==> config.mk <==
export PLATFORM = sky130hd
export DESIGN_NAME = wb_sram_bridge
export DESIGN_NICKNAME = d
export VERILOG_FILES = /design/src/rtl/wb_sram_bridge.sv
export SDC_FILE = /design/constraint.sdc
export NUM_CORES = 1
export LEC_CHECK = 0
export CAP_MARGIN = 0
export CELL_PAD_IN_SITES_DETAIL_PLACEMENT = 0
export CELL_PAD_IN_SITES_GLOBAL_PLACEMENT = 1
export CORE_MARGIN = 10
export CORE_UTILIZATION = 26
export DETAILED_ROUTE_END_ITERATION = 16
export GPL_TIMING_DRIVEN = 1
export PLACE_DENSITY = 0.75
export RECOVER_POWER = 25
export SLEW_MARGIN = 5
export SYNTH_ARGS = -nofsm -noshare
export SYNTH_HDL_FRONTEND = slang
export SYNTH_SLANG_ARGS = --single-unit
==> constraint.sdc <==
create_clock -name wb_clk_i -period 3.3 [get_ports wb_clk_i]
set_input_delay 0.99 -clock wb_clk_i [delete_from_list [all_inputs] [get_ports wb_clk_i]]
set_output_delay 0.99 -clock wb_clk_i [all_outputs]
set_load 0.05 [all_outputs]
==> src/rtl/wb_sram_bridge.sv <==
// Wishbone classic slave bridging a word-addressed window onto N_BANKS single-port
// SRAM macros: registered SRAM controls, bank decode, byte-lane writes, timed ack.
module wb_sram_bridge #(
  parameter logic [31:0] BASE_ADDR    = 32'h3000_0000,
  parameter int          N_BANKS      = 2,
  parameter int          BANK_AW      = 8,
  parameter int          READ_LATENCY = 1
) (
  input  logic                    wb_clk_i,
  input  logic                    wb_rst_i,
  input  logic                    wbs_cyc_i,
  input  logic                    wbs_stb_i,
  input  logic                    wbs_we_i,
  input  logic [3:0]              wbs_sel_i,
  input  logic [31:0]             wbs_adr_i,
  input  logic [31:0]             wbs_dat_i,
  output logic                    wbs_ack_o,
  output logic [31:0]             wbs_dat_o,
  output logic [N_BANKS-1:0]      sram_csb,
  output logic                    sram_web,
  output logic [3:0]              sram_wmask,
  output logic [BANK_AW-1:0]      sram_addr,
  output logic [31:0]             sram_din,
  input  logic [32*N_BANKS-1:0]   sram_dout
);

  localparam int BANK_BITS = $clog2(N_BANKS);
  localparam int BSEL_W    = (BANK_BITS > 0) ? BANK_BITS : 1;
  localparam int W         = BANK_AW + 2 + BANK_BITS;
  localparam int CNT_W     = 2;

  typedef enum logic [1:0] {IDLE, ISSUE, RWAIT, ACK} state_e;

  state_e                    state_q, state_d;
  logic [N_BANKS-1:0]        csb_q, csb_d;
  logic                      web_q, web_d;
  logic [3:0]                wmask_q, wmask_d;
  logic [BANK_AW-1:0]        addr_q, addr_d;
  logic [31:0]               din_q, din_d;
  logic                      ack_q, ack_d;
  logic [31:0]               dat_q, dat_d;
  logic [CNT_W-1:0]          cnt_q, cnt_d;
  logic [BSEL_W-1:0]         bank_q, bank_d;
  logic                      we_q, we_d;

  logic                      hit;
  logic [BSEL_W-1:0]         req_bank;
  logic [N_BANKS-1:0][31:0]  bank_dout;
  logic                      unused_adr;

  // Byte offset bits carry no meaning on a word-wide port.
  assign unused_adr = ^wbs_adr_i[1:0];
  assign bank_dout  = sram_dout;
  assign hit        = wbs_cyc_i & wbs_stb_i & (wbs_adr_i[31:W] == BASE_ADDR[31:W]);

  generate
    if (BANK_BITS > 0) begin : g_bank
      assign req_bank = wbs_adr_i[W-1:BANK_AW+2];
    end else begin : g_nobank
      assign req_bank = '0;
    end
  endgenerate

  always_comb begin
    state_d = state_q;
    csb_d   = '1;
    web_d   = web_q;
    wmask_d = wmask_q;
    addr_d  = addr_q;
    din_d   = din_q;
    ack_d   = 1'b0;
    dat_d   = dat_q;
    cnt_d   = cnt_q;
    bank_d  = bank_q;
    we_d    = we_q;
    case (state_q)
      IDLE: begin
        if (hit) begin
          bank_d          = req_bank;
          we_d            = wbs_we_i;
          csb_d[req_bank] = 1'b0;
          addr_d          = wbs_adr_i[BANK_AW+1:2];
          if (wbs_we_i) begin
            web_d   = 1'b0;
            wmask_d = wbs_sel_i;
            din_d   = wbs_dat_i;
          end else begin
            web_d   = 1'b1;
            wmask_d = 4'h0;
          end
          state_d = ISSUE;
        end
      end
      ISSUE: begin
        // The macro has captured at this edge whatever the master does now.
        if (!wbs_cyc_i) begin
          state_d = IDLE;
        end else if (we_q) begin
          ack_d   = 1'b1;
          state_d = ACK;
        end else begin
          cnt_d   = CNT_W'(READ_LATENCY - 1);
          state_d = RWAIT;
        end
      end
      RWAIT: begin
        if (!wbs_cyc_i) begin
          state_d = IDLE;
        end else if (cnt_q == '0) begin
          dat_d   = bank_dout[bank_q];
          ack_d   = 1'b1;
          state_d = ACK;
        end else begin
          cnt_d = cnt_q - CNT_W'(1);
        end
      end
      ACK:     state_d = IDLE;
      default: state_d = IDLE;
    endcase
  end

  always_ff @(posedge wb_clk_i or posedge wb_rst_i) begin
    if (wb_rst_i) begin
      state_q <= IDLE;
      csb_q   <= '1;
      web_q   <= 1'b1;
      wmask_q <= 4'h0;
      addr_q  <= '0;
      din_q   <= '0;
      ack_q   <= 1'b0;
      dat_q   <= '0;
      cnt_q   <= '0;
      bank_q  <= '0;
      we_q    <= 1'b0;
    end else begin
      state_q <= state_d;
      csb_q   <= csb_d;
      web_q   <= web_d;
      wmask_q <= wmask_d;
      addr_q  <= addr_d;
      din_q   <= din_d;
      ack_q   <= ack_d;
      dat_q   <= dat_d;
      cnt_q   <= cnt_d;
      bank_q  <= bank_d;
      we_q    <= we_d;
    end
  end

  assign sram_csb   = csb_q;
  assign sram_web   = web_q;
  assign sram_wmask = wmask_q;
  assign sram_addr  = addr_q;
  assign sram_din   = din_q;
  assign wbs_ack_o  = ack_q;
  assign wbs_dat_o  = dat_q;

endmodule

==> metrics <==
vias per inst between 4 and 5; CTS sink count 86; Fin Setup TNS 0 ns; DRT Pass-1 Iters 4; buffer depth of the longest clock path 2; max-slew violation count 0; hold buffer count at CTS 0; Req. time, crit path around 3.5 ns; CTS tree done; slew at the pin with the worst max-slew slack 1.226 ns; IO buf count 214; # Post-CTS Setup Buffers 0; Core Region approximately 15000 um^2; total grt overflow 0; Avg Cell Area, Syn 12.70 um^2; peak supply drop 0.3018 mV; pin count of the biggest net entering global routing 65; die area 20520 um^2; synthesis-to-layout area growth 67.28%; layout cells sized above 1 13.16%; maximum fanout along the worst path 24; Slew headroom around 18%; I/O pin count ~220; RSZ-0062 raised after global routing false; initial antenna violation count 0; Crit Path Class input pin to register; Num CTS Buffers 9; power density cells 626.2 nW/um^2; status completed; top cell type's share of synthesized area 52.58%; Pleak 0.002798 uW; wire per inst 17.34 um; HP Class register to register; final RePlAce weighted congestion 0.7735; Max Cap Viol 0; pre-CTS setup slack 0.1773 ns; Post-Synthesis Net Count 453; Die X ~140 um; starting density of the core 26.87%; fmax ~360 MHz; Final Hold Vio Count 0; Fillers 1366; Clock Latency Late Sink 0.34 ns; crit end category register; Die H around 140 um; Yosys warnings 0; GRT Overall Usage 11.70%; Root Buffer clkbuf_16; ant diodes 0; DRC violations left 0; post-synth top area cell dfrtp_1; Util after Layout 44.95%; final setup violation count 0; H-tree levels 3; Synth cell types 38; global-route wire length before repair roughly 19000 um; skew final 0.004448 ns; sequential fraction of the synthesis area 54.58%; Final period util between 80 and 90%; Netlist Area Pre-Place 3950 um^2; type of origin of the critical path input pin; Critical Path AT 2.98 ns; vias between 3000 and 4000; post-CTS resize count 0; register bit total from synthesis 86; Detailed Route Iter0 Violations 95; clock transition at the registers of the reported paths around 0.06 ns; vias in the first global route 3453; routed wire length 12410 um; Syn Inst Count 311; Min Clock Period, post-route 2.764 ns; # rows 44; setup slack after layout 0.5363 ns; Routed Antenna Nets 0; Synth area leaders dfrtp_1 53%, mux2_4 11%, mux2i_1 9.6%; DPL Wire Length 9877 um; # nets final 669
report_power, final:
group	internal (uW)	total, uW	switching, uW
registers	1260	1360	102
logic	614	1680	1070
clock network	685	1090	409
cell type report:
| cell class | count | area [um^2] | area share [%] |
|---|---|---|---|
| inverter | 10 | 38.79 | 0.5870 |
| timing repair buffer | 222 | 2236 | 33.84 |
| tap | 184 | 230.2 | 3.484 |
| multi-input combinational | 198 | 1620 | 24.52 |
| sequential | 86 | 2157 | 32.65 |
| clock inverter | 5 | 82.58 | 1.250 |
| clock buffer | 11 | 242.7 | 3.674 |
synthesized netlist by cell type:
| library cell | count |
|---|---|
| a211oi_1 | 1 |
| a22o_1 | 1 |
| and3_1 | 1 |
| and3b_1 | 1 |
| and4_1 | 1 |
| and4_2 | 1 |
| and4_4 | 1 |
| and4b_1 | 1 |
| buf_1 | 2 |
| buf_12 | 4 |
| buf_2 | 1 |
| buf_4 | 1 |
| buf_6 | 1 |
| clkbuf_1 | 8 |
| dfrtp_1 | 83 |
| dfstp_2 | 3 |
| ha_1 | 5 |
| inv_1 | 10 |
| mux2_1 | 4 |
| mux2_2 | 9 |
| mux2_4 | 28 |
| mux2i_1 | 38 |
| nand2_1 | 43 |
| nand2b_1 | 2 |
| nand3_1 | 3 |
| nor2_1 | 5 |
| nor2_4 | 1 |
| nor3_1 | 3 |
| nor4_1 | 3 |
| nor4bb_1 | 2 |
| o211a_1 | 2 |
| o211ai_1 | 1 |
| o21ai_0 | 34 |
| o21ba_1 | 1 |
| o21bai_1 | 1 |
| o221ai_1 | 1 |
| or4_1 | 2 |
| or4_4 | 2 |
per-stage QoR:
| step | hold WS, ns | cell area [um^2] | power, uW | cells |
|---|---|---|---|---|
| 6_report | 0.4783 | 6608 | 4138 | 716 |
| 5_1_grt | 0.5069 | 6608 | 4369 | 716 |
| 4_1_cts | 0.4853 | 6611 | 4222 | 716 |
| 3_5_place_dp | 0.4704 | 6286 | 3091 | 700 |
| 3_3_place_gp | 0.4626 | 6286 | 3061 | 700 |
| 2_1_floorplan | 0.4894 | 3950 | 2401 | 311 |
cells in the final DEF, fill, tap and decap left out, types with 2 or more instances in the layout:
cell	instances
or4_4	2
or4_1	2
dfrtp_1	82
ha_1	5
clkbuf_1	2
buf_12	3
nor3_1	3
mux2i_1	38
o211a_1	2
dfstp_2	3
nor4bb_1	2
clkinv_4	2
mux2_2	9
nand2b_1	2
mux2_4	28
o21ai_0	34
buf_4	4
clkbuf_16	9
clkdlybuf4s50_1	213
bufinv_16	2
nand3_1	2
nor2_1	5
inv_1	9
nor4_1	3
nand2_1	43
mux2_1	4
final timing paths:
kind                                 endpoint  slack [ns]  depth (start not counted)     startpoint
max in group asynchronous         sram_csb[1]        1.06                          3       wb_rst_i
worst max register to register   sram_din[14]        1.48                          5     state_q[0]
worst min register to register  wbs_dat_o[29]        0.48                          2  wbs_dat_o[29]
worst min-delay path            wbs_dat_o[29]        0.48                          2  wbs_dat_o[29]
min in group asynchronous        sram_din[24]        1.35                          2       wb_rst_i
worst max-delay path             sram_din[14]        0.54                          6  wbs_adr_i[15]
worst max-delay path, cell delays in order:
cell and delay [ns]:
clkdlybuf4s50_1 0.40, or4_4 0.54, nor2_4 0.19, and4_4 0.26, buf_12 0.21, mux2_2 0.36
sequential cells by signal, indices dropped and copies added, names as in the netlist, 2 cells and up:
register and cells:
sram_wmask 4, sram_addr 8, sram_csb 2, cnt_q 2, state_q 2, wbs_dat_o 32
sram_din 32
routing by layer:
| layer | vias to the layer above | global-route usage, % | part of all wire, % | wire [um] |
|---|---|---|---|---|
| met5 | - | 0 | 0 | 0 |
| met4 | 0 | 2.687 | 0.97 | 121 |
| met3 | 7 | 7.861 | 14 | 1726 |
| met2 | 133 | 19.43 | 49 | 6081 |
| met1 | 1451 | 12.01 | 36 | 4483 |
| li1 | 1516 | - | - | - |
kinds of logic (layout without fill, tap and decap cells):
| family | count (synthesis) | in the layout | share of synthesized area (%) |
|---|---|---|---|
| DFF | 86 | 86 | 54.58 |
| muxes | 79 | 79 | 23.98 |
| and+or+nand+nor | 72 | 72 | 9.249 |
| AOI/OAI and AO/OA | 42 | 42 | 6.082 |
| buffers and inverters | 27 | 248 | 4.530 |
| adders and majority gates | 5 | 5 | 1.584 |
(Power assumes the default switching activity.)
